## config.mk

```make
export PLATFORM = sky130hd
export DESIGN_NAME = fetch_queue
export DESIGN_NICKNAME = d
export VERILOG_FILES = /design/src/rtl/mips_pkg.sv /design/src/rtl/fq_storage.sv /design/src/rtl/fetch_queue.sv
export SDC_FILE = /design/constraint.sdc
export NUM_CORES = 1
export LEC_CHECK = 0
export BUFFER_PORTS_ARGS = -buffer_cell sky130_fd_sc_hd__buf_2
export CAP_MARGIN = 10
export CORE_AREA = 3 3 118 176
export CTS_CLUSTER_SIZE = 14
export DETAILED_ROUTE_END_ITERATION = 10
export DIE_AREA = 0 0 121 179
export GPL_TIMING_DRIVEN = 0
export PLACE_DENSITY = 0.82
export REMOVE_ABC_BUFFERS = 1
export SLEW_MARGIN = 25
export SYNTH_ARGS = -nofsm -noshare
export SYNTH_HDL_FRONTEND = slang
export SYNTH_SLANG_ARGS = --single-unit
```

## constraint.sdc

```tcl
create_clock -name clock -period 5.2 [get_ports clock]
set_clock_uncertainty 0.2 [all_clocks]
set_input_delay 0.78 -clock clock [delete_from_list [all_inputs] [get_ports clock]]
set_output_delay 0.78 -clock clock [all_outputs]
set_load 0.01 [all_outputs]
```

## src/rtl/mips_pkg.sv

```systemverilog
// Shared MIPS front-end definitions: word width, reset PC, NOP encoding and
// the fetch-entry record buffered between fetch and decode.
package mips_pkg;

    localparam int WORD_W = 32;
    localparam logic [WORD_W-1:0] RESET_PC  = 32'd100;
    localparam logic [WORD_W-1:0] INSTR_NOP = 32'h0000_0000;

    typedef struct packed {
        logic [WORD_W-1:0] pc;
        logic [WORD_W-1:0] instr;
    } fetch_entry_t;

    // Sequential-successor address; wraps modulo 2^32.
    function automatic logic [WORD_W-1:0] pc_plus4(input logic [WORD_W-1:0] pc);
        return pc + WORD_W'(4);
    endfunction

endpackage

```

## src/rtl/fq_storage.sv

```systemverilog
// Fetch-queue entry array: one synchronous write port and one asynchronous
// read port. Contents are deliberately not reset.
module fq_storage
    import mips_pkg::*;
#(
    parameter int DEPTH = 4,
    parameter int AW    = $clog2(DEPTH)
) (
    input  logic          i_clock,
    input  logic          i_wr_en,
    input  logic [AW-1:0] i_wr_addr,
    input  fetch_entry_t  i_wr_data,
    input  logic [AW-1:0] i_rd_addr,
    output fetch_entry_t  o_rd_data
);

    fetch_entry_t r_mem [DEPTH];

    always_ff @(posedge i_clock) begin
        if (i_wr_en) begin
            r_mem[i_wr_addr] <= i_wr_data;
        end
    end

    assign o_rd_data = r_mem[i_rd_addr];

endmodule

```

## src/rtl/fetch_queue.sv

```systemverilog
// In-order instruction fetch queue between the PC/instruction memory and
// decode, with full back-pressure and a flush that discards all entries.
module fetch_queue
    import mips_pkg::*;
#(
    parameter int DEPTH = 4
) (
    input  logic                     clock,
    input  logic                     reset_n,
    input  logic [WORD_W-1:0]        pc_in,
    input  logic [WORD_W-1:0]        instr_in,
    input  logic                     fetch_valid,
    output logic                     fetch_ready,
    input  logic                     flush,
    output logic                     id_valid,
    output logic [WORD_W-1:0]        id_pc,
    output logic [WORD_W-1:0]        id_pc_plus4,
    output logic [WORD_W-1:0]        id_instr,
    input  logic                     id_ready,
    output logic [$clog2(DEPTH):0]   count
);

    localparam int AW = $clog2(DEPTH);
    localparam int CW = AW + 1;

    logic [AW-1:0] r_head;
    logic [AW-1:0] r_tail;
    logic [CW-1:0] r_count;

    logic          w_enq;
    logic          w_deq;
    fetch_entry_t  w_wr_entry;
    fetch_entry_t  w_head_entry;

    // Flush masks both handshakes so a redirect never commits a stale entry.
    assign fetch_ready = (r_count != CW'(DEPTH));
    assign id_valid    = (r_count != '0);
    assign w_enq       = fetch_valid && fetch_ready && !flush;
    assign w_deq       = id_valid && id_ready && !flush;

    assign w_wr_entry.pc    = pc_in;
    assign w_wr_entry.instr = instr_in;

    fq_storage #(
        .DEPTH (DEPTH),
        .AW    (AW)
    ) u_storage (
        .i_clock   (clock),
        .i_wr_en   (w_enq),
        .i_wr_addr (r_tail),
        .i_wr_data (w_wr_entry),
        .i_rd_addr (r_head),
        .o_rd_data (w_head_entry)
    );

    always_ff @(posedge clock or negedge reset_n) begin
        if (!reset_n) begin
            r_head  <= '0;
            r_tail  <= '0;
            r_count <= '0;
        end else if (flush) begin
            r_head  <= '0;
            r_tail  <= '0;
            r_count <= '0;
        end else begin
            if (w_enq) begin
                r_tail <= r_tail + AW'(1);
            end
            if (w_deq) begin
                r_head <= r_head + AW'(1);
            end
            case ({w_enq, w_deq})
                2'b10:   r_count <= r_count + CW'(1);
                2'b01:   r_count <= r_count - CW'(1);
                default: r_count <= r_count;
            endcase
        end
    end

    // An empty queue presents a NOP bubble so stale storage never looks like code.
    assign id_pc       = w_head_entry.pc;
    assign id_pc_plus4 = pc_plus4(w_head_entry.pc);
    assign id_instr    = id_valid ? w_head_entry.instr : INSTR_NOP;
    assign count       = r_count;

endmodule

```

==> impl_metrics.tcl <==
set metrics [dict create \
    outcome "completed" \
    peakVddDrop_mv 0.361 \
    grt_max_degree 41 \
    final_max_slew_viol_count 0 \
    power.density_nw_per_um2 462 \
    synth.avg_cell_area_sq_um 21.1 \
    path_cells "buf_16, mux4_1, ha_1, nand2_1, nor4_2, nand3_1, xnor2_1, buf_2" \
    multi_input_area_sq_um 2580 \
    drt-total-wl_mm 20.4 \
    yosysTopAreaCell "edfxtp_1" \
    hold_buffers 1 \
    slew-limit-headroom 0.568 \
    worstPathArrival_ns 3.33 \
    worstReg2RegStart "count[2]$_DFFE_PN0P_" \
    die_w_microns 121 \
    final_cell_mix "edfxtp_1 (256), buf_2 (169), mux4_2 (53), and2_1 (35), clkbuf_16 (25)" \
    hold_viol_final 0 \
    yosysTopAreaCellShare 0.727 \
    drt-initial-drc-count 361 \
    start_util 0.548 \
    vias 5375 \
    worstPathRequired_ns 4.22 \
    grt_first_pass_wirelength_mm 31.5 \
    die-height_microns 179 \
    worstSetupEndpointType "primary output" \
    io_pins 170 \
    syn_area_sq_um 10600 \
    drtPass1Iterations 4 \
    gp_congestion 0.769 \
    cts_tree "done" \
    critPathLaunch "r_head[0]$_DFFE_PN0P_" \
    hold_slack_ns 0.290 \
    setup_viol 0 \
    path_buf_inv 2 \
    cp_slowest_cell "dfrtp_4" \
    synth.distinct_cells 39 \
    cts_root_buf "clkbuf_16" \
    cts_made_buffers 24 \
    antenna_found_initial 1 \
    synth_area_leaders "edfxtp_1 (73%), mux4_2 (11%), mux4_1 (2.7%)" \
    clock_tree.buffer_depth 3 \
    cp_max_fo 30 \
    portBuffers 169 \
    drv_cap 0 \
    first_global_vias 5725 \
    fillCellCount 1257 \
    rows 62 \
    seq_area_sq_um 7870 \
    drtAntennaViolNets 0 \
    grt_usage 0.190 \
    synthToLayoutAreaGrowth_pct 18.6 \
    cts_htree_levels 1 \
    core_area_sq_um 19300 \
    leakage_nw 4.36 \
    post-route-period-util 0.829 \
    post_cts_buffers 0 \
    worstSetupPathType "flip-flop to primary output" \
    hold_path_class "input port to flip-flop" \
    tightest_slew_ns 0.648 \
    drc 0 \
    cts.reportedPaths.clkPinSlew_ns 0.06 \
    wl_per_cell_microns 21.4 \
    cts-resized-gates 0 \
    synthCells 501 \
    layout.nets 758 \
    finalCriticalPeriod_ns 4.31 \
    final_common_cell "edfxtp_1" \
    ys_seq_elements 263 \
    power_mw 5.80 \
    yosys_warnings 0 \
    hpwlAfterDp_mm 13.3 \
    setup-tns-final_ns 0 \
    worst_hold_startpoint "instr_in[10]" \
    drive_above_1_share 0.399 \
    die_area_sq_um 21700 \
    viasPerCell 5.63 \
    clock_sinks 263 \
    fmax_mhz 232 \
    ys_seq_area_frac 0.743 \
    antenna_cells 0 \
    crit_path_start_kind "flip-flop" \
    insertion_delay_ns 0.49 \
    r2r_slack_ns 2.23 \
    critical_path.max_stage_delay_ns 0.64 \
    rsz0062_at_grt "no" \
    crit_family "simple AND/OR/NAND/NOR gates" \
    overflow 0 \
]
-- area by class of cell --
type                       count  area share
clock buffer                  34      0.0525
clock inverter                 8     0.00698
inverter                       5     0.00150
multi-input combinational    212       0.205
sequential                   263       0.627
tap                          256      0.0255
timing repair buffer         177      0.0811
-- registers in the layout, summed over array words and instances, names as in the netlist --
name and count:
count 3, u_storage.r_mem 256, r_head 2, r_tail 2
-- cell usage after synthesis --
master	instances
a21oi_1	3
and2_1	39
and3_1	3
and3_2	1
and4_1	1
buf_12	1
buf_2	7
buf_4	3
buf_6	1
buf_8	1
clkbuf_1	8
dfrtp_1	7
edfxtp_1	256
fa_1	1
ha_1	5
inv_1	5
mux2i_1	1
mux4_1	11
mux4_2	53
nand2_1	14
nand2b_1	1
nand3_1	9
nand3_2	1
nand3_4	1
nand4_1	7
nand4_2	2
nand4_4	1
nor2_1	11
nor2_2	2
nor3_1	2
nor3b_1	1
nor4_2	1
nor4_4	3
o21ai_0	1
o32ai_1	1
or3_1	1
or3b_2	1
xnor2_1	22
xor2_1	12
-- power breakdown --
part / switching, mW / total (mW) / internal [mW] / leakage, nW
Clock: 0.686 / 1.67 / 0.979 / 0.364
Combinational: 0.853 / 1.59 / 0.740 / 1.58
Sequential: 0.0886 / 2.54 / 2.45 / 2.41
Total: 1.63 / 5.80 / 4.17 / 4.36
-- final timing paths --
| check | end | cells after the start |
|---|---|---|
| min | u_storage.r_mem[3][10]$_DFFE_PP_ | 1 |
| min reg2reg | r_tail[1]$_DFFE_PN0P_ | 2 |
| max | id_pc_plus4[26] | 8 |
| max reg2reg | count[2]$_DFFE_PN0P_ | 9 |
| min in group asynchronous | r_head[0]$_DFFE_PN0P_ | 2 |
| max in group asynchronous | r_head[1]$_DFFE_PN0P_ | 2 |
-- kinds of logic (layout without fill, tap and decap cells) --
family | Yosys count | in the layout | share of synthesized area
compound gates | 5 | 5 | 0.00272
simple gates | 102 | 102 | 0.0627
flops | 263 | 263 | 0.743
xor+xnor | 34 | 34 | 0.0281
mux | 65 | 65 | 0.141
fa+ha+maj | 6 | 6 | 0.00781
buf+inv | 26 | 224 | 0.0144
-- routing by layer --
| metal | vias to the layer above | wire, microns | track usage |
|---|---|---|---|
| met5 | - | 13 | 0 |
| met2 | 194 | 11600 | 0.351 |
| met4 | 2 | 500 | 0.0638 |
| met1 | 2738 | 7270 | 0.229 |
| met3 | 43 | 1030 | 0.0265 |
| li1 | 2398 | - | - |
-- stage by stage --
stage               instances  setup WS, ns  utilization  instance area (sq um)
floorplan                 480       -0.0868            -                  10400
global placement          905         -1.61        0.601                  11600
detailed placement        912          1.34        0.611                  11800
CTS                       955         0.767        0.650                  12600
global route              955         0.665        0.650                  12600
finish                    955         0.891        0.650                  12600
Note: power is estimated with default switching activity, not from simulation.
